`src/rtl/dmem_axi_line_master.sv`:
```
// Cache-line fill/writeback master: one line request becomes one AXI4 INCR burst
// on the HP0 port, with a single outstanding transaction and a fixed ID.
module dmem_axi_line_master #(
    parameter int ADDR_W     = 49,
    parameter int DATA_W     = 128,
    parameter int ID_W       = 6,
    parameter int LINE_BEATS = 4,
    parameter int AXI_ID     = 0
) (
    input  logic                         ACLK,
    input  logic                         ARESETn,
    input  logic                         req_valid,
    output logic                         req_ready,
    input  logic                         req_write,
    input  logic [ADDR_W-1:0]            req_addr,
    input  logic [LINE_BEATS*DATA_W-1:0] req_wdata,
    output logic                         resp_valid,
    output logic [LINE_BEATS*DATA_W-1:0] resp_rdata,
    output logic                         resp_err,
    output logic                         ARVALID,
    input  logic                         ARREADY,
    output logic [ADDR_W-1:0]            ARADDR,
    output logic [7:0]                   ARLEN,
    output logic [2:0]                   ARSIZE,
    output logic [1:0]                   ARBURST,
    output logic [ID_W-1:0]              ARID,
    output logic [3:0]                   ARCACHE,
    output logic [2:0]                   ARPROT,
    output logic [3:0]                   ARQOS,
    output logic                         ARLOCK,
    output logic                         ARUSER,
    input  logic                         RVALID,
    output logic                         RREADY,
    input  logic [DATA_W-1:0]            RDATA,
    input  logic [1:0]                   RRESP,
    input  logic                         RLAST,
    input  logic [ID_W-1:0]              RID,
    output logic                         AWVALID,
    input  logic                         AWREADY,
    output logic [ADDR_W-1:0]            AWADDR,
    output logic [7:0]                   AWLEN,
    output logic [2:0]                   AWSIZE,
    output logic [1:0]                   AWBURST,
    output logic [ID_W-1:0]              AWID,
    output logic [3:0]                   AWCACHE,
    output logic [2:0]                   AWPROT,
    output logic [3:0]                   AWQOS,
    output logic                         AWLOCK,
    output logic                         AWUSER,
    output logic                         WVALID,
    input  logic                         WREADY,
    output logic [DATA_W-1:0]            WDATA,
    output logic [DATA_W/8-1:0]          WSTRB,
    output logic                         WLAST,
    input  logic                         BVALID,
    output logic                         BREADY,
    input  logic [1:0]                   BRESP,
    input  logic [ID_W-1:0]              BID
);

    localparam int LINE_W = LINE_BEATS * DATA_W;
    localparam int OFF_W  = $clog2(LINE_W / 8);
    localparam int CNT_W  = $clog2(LINE_BEATS) + 1;
    localparam logic [ADDR_W-1:0] ADDR_MASK = ~((ADDR_W'(1) << OFF_W) - ADDR_W'(1));
    localparam logic [CNT_W-1:0]  LAST_BEAT = CNT_W'(LINE_BEATS - 1);
    localparam logic [CNT_W-1:0]  NUM_BEATS = CNT_W'(LINE_BEATS);
    localparam logic [ID_W-1:0]   ID        = ID_W'(AXI_ID);

    typedef enum logic [2:0] {IDLE, RD_ADDR, RD_DATA, WR, WR_RESP, RESP} state_t;

    state_t             state;
    logic [ADDR_W-1:0]  line_addr;
    logic [LINE_W-1:0]  wdata_line;
    logic [LINE_W-1:0]  fill_buf;
    logic [LINE_W-1:0]  fill_next;
    logic [CNT_W-1:0]   beat_cnt;
    logic               err;
    logic               aw_done;
    logic               w_done;

    logic accept, r_fire, r_store, r_err, aw_fire, w_fire, w_last_fire, b_err;
    logic unused_resp_bits;

    assign accept      = (state == IDLE) && req_valid && req_ready;
    assign r_fire      = RVALID && RREADY;
    assign r_store     = r_fire && (beat_cnt < NUM_BEATS);
    assign aw_fire     = AWVALID && AWREADY;
    assign w_fire      = WVALID && WREADY;
    assign w_last_fire = w_fire && WLAST;

    // A beat is in error if flagged, mis-tagged, or RLAST lands off the last slot.
    assign r_err = RRESP[1] || (RID != ID) ||
                   (RLAST ? (beat_cnt != LAST_BEAT) : (beat_cnt >= LAST_BEAT));
    assign b_err = BRESP[1] || (BID != ID);
    assign unused_resp_bits = &{1'b0, RRESP[0], BRESP[0]};

    assign ARADDR  = line_addr;
    assign ARLEN   = 8'(LINE_BEATS - 1);
    assign ARSIZE  = 3'($clog2(DATA_W / 8));
    assign ARBURST = 2'b01;
    assign ARID    = ID;
    assign ARCACHE = 4'b0011;
    assign ARPROT  = 3'b000;
    assign ARQOS   = 4'b0000;
    assign ARLOCK  = 1'b0;
    assign ARUSER  = 1'b0;
    assign AWADDR  = line_addr;
    assign AWLEN   = 8'(LINE_BEATS - 1);
    assign AWSIZE  = 3'($clog2(DATA_W / 8));
    assign AWBURST = 2'b01;
    assign AWID    = ID;
    assign AWCACHE = 4'b0011;
    assign AWPROT  = 3'b000;
    assign AWQOS   = 4'b0000;
    assign AWLOCK  = 1'b0;
    assign AWUSER  = 1'b0;
    assign WSTRB   = '1;
    assign WLAST   = (beat_cnt == LAST_BEAT);

    always_comb begin
        fill_next = fill_buf;
        for (int b = 0; b < LINE_BEATS; b++) begin
            if (r_store && beat_cnt == CNT_W'(b)) fill_next[b*DATA_W +: DATA_W] = RDATA;
        end
    end

    always_comb begin
        WDATA = '0;
        for (int b = 0; b < LINE_BEATS; b++) begin
            if (beat_cnt == CNT_W'(b)) WDATA = wdata_line[b*DATA_W +: DATA_W];
        end
    end

    // Datapath captures carry no reset; they are qualified by the control state.
    always_ff @(posedge ACLK) begin
        if (accept) begin
            line_addr  <= req_addr & ADDR_MASK;
            wdata_line <= req_wdata;
        end
        if (r_fire) fill_buf <= fill_next;
    end

    always_ff @(posedge ACLK or negedge ARESETn) begin
        if (!ARESETn) begin
            state      <= IDLE;
            req_ready  <= 1'b0;
            ARVALID    <= 1'b0;
            RREADY     <= 1'b0;
            AWVALID    <= 1'b0;
            WVALID     <= 1'b0;
            BREADY     <= 1'b0;
            resp_valid <= 1'b0;
            resp_err   <= 1'b0;
            resp_rdata <= '0;
            beat_cnt   <= '0;
            err        <= 1'b0;
            aw_done    <= 1'b0;
            w_done     <= 1'b0;
        end else begin
            case (state)
                IDLE: begin
                    req_ready <= 1'b1;
                    if (accept) begin
                        req_ready <= 1'b0;
                        err       <= 1'b0;
                        beat_cnt  <= '0;
                        aw_done   <= 1'b0;
                        w_done    <= 1'b0;
                        if (req_write) begin
                            AWVALID <= 1'b1;
                            WVALID  <= 1'b1;
                            state   <= WR;
                        end else begin
                            ARVALID <= 1'b1;
                            state   <= RD_ADDR;
                        end
                    end
                end
                RD_ADDR: begin
                    if (ARVALID && ARREADY) begin
                        ARVALID <= 1'b0;
                        RREADY  <= 1'b1;
                        state   <= RD_DATA;
                    end
                end
                RD_DATA: begin
                    // Beats past the line end are drained but not stored.
                    if (r_fire) begin
                        err <= err | r_err;
                        if (beat_cnt < NUM_BEATS) beat_cnt <= beat_cnt + 1'b1;
                        if (RLAST) begin
                            RREADY     <= 1'b0;
                            resp_valid <= 1'b1;
                            resp_err   <= err | r_err;
                            resp_rdata <= fill_next;
                            state      <= RESP;
                        end
                    end
                end
                WR: begin
                    if (aw_fire) begin
                        AWVALID <= 1'b0;
                        aw_done <= 1'b1;
                    end
                    if (w_fire) begin
                        beat_cnt <= beat_cnt + 1'b1;
                        if (WLAST) begin
                            WVALID <= 1'b0;
                            w_done <= 1'b1;
                        end
                    end
                    if ((aw_done || aw_fire) && (w_done || w_last_fire)) begin
                        BREADY <= 1'b1;
                        state  <= WR_RESP;
                    end
                end
                WR_RESP: begin
                    if (BVALID) begin
                        BREADY     <= 1'b0;
                        err        <= err | b_err;
                        resp_valid <= 1'b1;
                        resp_err   <= err | b_err;
                        state      <= RESP;
                    end
                end
                RESP: begin
                    resp_valid <= 1'b0;
                    resp_err   <= 1'b0;
                    req_ready  <= 1'b1;
                    state      <= IDLE;
                end
                default: state <= IDLE;
            endcase
        end
    end

endmodule

```
`config.mk`:
```
export PLATFORM = sky130hd
export DESIGN_NAME = dmem_axi_line_master
export DESIGN_NICKNAME = d
export VERILOG_FILES = /design/src/rtl/dmem_axi_line_master.sv
export SDC_FILE = /design/constraint.sdc
export NUM_CORES = 2
export LEC_CHECK = 0
export ABC_AREA = 0
export CORE_AREA = 2 2 596 598
export CTS_CLUSTER_DIAMETER = 200
export DETAILED_ROUTE_END_ITERATION = 12
export DIE_AREA = 0 0 598 600
export DONT_BUFFER_PORTS = 1
export SLEW_MARGIN = 25
export SYNTH_ARGS = -nofsm -noshare
export SYNTH_HDL_FRONTEND = slang
export SYNTH_SLANG_ARGS = --single-unit
```
`constraint.sdc`:
```
create_clock -name ACLK -period 35.6 [get_ports ACLK]
set_input_delay 3.56 -clock ACLK [delete_from_list [all_inputs] [get_ports ACLK]]
set_output_delay 3.56 -clock ACLK [all_outputs]
set_load 0.03 [all_outputs]
```
==> flow_summary.ini <==
[detailed_routing]
wirelength_mm = 249.9
vias = 33632
post-route-drc-count = 0
vias_per_cell = 3.968
wl_per_cell_um = 29.48
firstDrtPassIters = 5
drt_iter0_markers = 2731
antenna_left = 0

[floorplan]
rows = 218
die_h_um = 600
initial_core_util_pct = 18.17
die_w_um = 598
io_pins = 1542
die_area_um2 = 358800
fp.coreArea_um2 = 351900

[global_routing]
grt_max_degree = 530
first_global_vias = 32973
grt-ovfl-total = 0
grt_pass1_wl_mm = 320.8
antenna_found_initial = 125
track_usage_pct = 13.16

[place]
place_congestion = 0.9837
placed_cell_area_um2 = 68900
io_buffers = 0
place_hpwl_mm = 186.6

[pwr]
p_leak_uw = 0.02771
total_power_uw = 7779
ir_drop_uv = 92.61
power-per-cell-area_nw_per_um2 = 103.3

[worst_hold_path]
hold_start = w_done$_DFFE_PN0P_
hold_class = reg -> reg
hold_end = w_done$_DFFE_PN0P_
hold_depth = 2

[worst_setup_path]
worstRegToRegCells = 8
cpMostUsedCell = buf_4
max_stage_delay_ps = 680
r2r_setup_slack_ps = 29350
critPathKind = reg -> out
r2r_start = req_ready$_DFFE_PN0P_
required_ps = 32040
reg2reg_to = wdata_line[371]$_DFFE_PP_
crit_start = beat_cnt[2]$_DFFE_PN0P_
cp_top_family = buffers and inverters
path_max_fanout = 73
critPathBufInv = 6
slowest_stage = buf_4
crit_chain = inv_2, ha_4, buf_4, buf_4, buf_4, buf_4, nand2_1, o21ai_1, buf_4
arrival_ps = 5760
cp-start-kind = flip-flop
worstSetupEndpointType = primary output

[sta]
min_period_ps = 9322
rsz0062_at_grt = no
min_period_over_period_pct = 26.18
tightest_slew_ps = 1135
fin_setup_tns_ps = 0
hold_viol = 0
setup_viol = 0
clock.fmax_mhz = 107.3
maxSlewViolCount = 0
skew_ps = 115.9
hold_slack_ps = 510.9
slew_headroom_pct = 23.83

[clock_network]
cts_tree = yes
clockBufferDepth = 4
post-cts-setup-buffers = 0
cts_max_level = 4
cts_sinks = 1596
clk_latency_ps = 890
cts_buffers = 183
root_buffer = clkbuf_16
cts_resized = 0
holdBufCountCts = 0
path_clk_slew_ps = 60

[final_layout]
area_delta_synth_final_pct = 17.76
final_nets = 4357
drive_above_1_share_pct = 38.35
final_area_um2 = 75300

[yosys]
synth.largest_area_cell = edfxtp_1
async_flop_share_pct = 33.15
ys_warn_count = 0
yosysMostFrequentCell = edfxtp_1
synth_cells = 3581
synth.yosys.seq_area_share_pct = 70.81
synth.area.top_cells = edfxtp_1 (50%), dfrtp_1 (21%), mux2_2 (13%), mux2_4 (7.2%), o21ai_0 (2.1%)
synth_area_um2 = 63940
synth_edf_count = 1067
synth.distinct_cells = 45
synth_ff_type = edfxtp_1
ys_top_cells_by_count = edfxtp_1 (1,067), mux2_2 (714), dfrtp_1 (529), mux2_4 (308), o21ai_0 (265)
synth-seq-cells = 1596
synth_top_area_share_pct = 50.11
synth.avg_cell_area_um2 = 17.86

[run]
drv_cap = 0

[run_status]
status = complete, no violations
[worst max path at each step]
stage / endpoint / cells past startpoint / slack, ps
final: WDATA[8] / 9 / 26280
after detailed placement: wdata_line[364]$_DFFE_PP_ / 8 / 26510
after CTS: WDATA[87] / 8 / 26230
after floorplan: WVALID$_DFFE_PN0P_ / 4 / 7020
after global placement: resp_rdata[40]$_DFFE_PN0P_ / 8 / 26650
after global routing: WDATA[87] / 8 / 26040
[cell usage in the layout, fill, tap and decap left out, drive strengths merged, types with 3 or more instances in the layout]
master,n
edfxtp,1067
mux2,1024
dfrtp,529
o21ai,267
clkbuf,239
nand2,146
a221o,128
buf,118
conb,92
diode,70
clkinv,59
inv,20
bufinv,19
nor2,12
a21oi,9
clkinvlp,6
ha,6
nor2b,5
a31oi,4
nor4,4
a211oi,3
mux2i,3
[per-layer routing]
layer | part of all wire [%] | vias up | global-route usage, %
met5 | 0.049 | - | 0
li1 | - | 13640 | -
met3 | 9.0 | 455 | 4.561
met4 | 4.4 | 20 | 5.648
met2 | 52 | 1791 | 23.60
met1 | 35 | 17726 | 13.90
[per-stage QoR]
stage / util (%) / setup slack, ps / std cells
6_report: 21.40 / 26280 / 8476
2_1_floorplan: - / 7019 / 3671
3_5_place_dp: 19.58 / 26510 / 8067
3_3_place_gp: 19.57 / 26650 / 8067
5_1_grt: 21.38 / 26040 / 8453
4_1_cts: 21.32 / 26230 / 8402
[layout make-up]
type | instances | area [um2]
antenna | 70 | 175.2
clock buffer | 239 | 4941
clock inverter | 96 | 1164
fill | 36836 | 276600
inverter | 8 | 30.03
multi-input combinational | 1729 | 16890
sequential | 1596 | 45280
tap | 4620 | 5781
timing repair buffer | 118 | 1036
[power breakdown]
part / switching [uW] / total, uW / internal [uW]
clock network: 801 / 1930 / 1130
registers: 1090 / 3750 / 2660
logic: 1330 / 2100 / 768
total: 3230 / 7780 / 4550
[flip-flops by register name, summed over array words and instances (netlist names), 3 cells and up]
signal and cells:
fill_buf 512, resp_rdata 512, wdata_line 512, ARADDR 43, beat_cnt 3, state 3
[worst reg2reg max path, stage by stage (launching register included)]
cell and delay [ps]:
dfrtp_1 640, nand4bb_1 360, nor2_4 160, buf_4 660, buf_4 800, buf_4 620, buf_4 690, buf_4 920
buf_4 980
[kinds of logic (layout without fill, tap and decap cells)]
kind of cell / after synthesis / in the layout / share of synthesized area [%]
compound gates: 422 / 422 / 4.373
simple gates: 182 / 182 / 1.190
buf+inv: 346 / 461 / 3.608
other cells: 2 / 162 / 0.01174
mux: 1027 / 1027 / 19.89
fa+ha+maj: 6 / 6 / 0.1174
flops: 1596 / 1596 / 70.81
No activity file was read; power rests on OpenSTA's default activity.
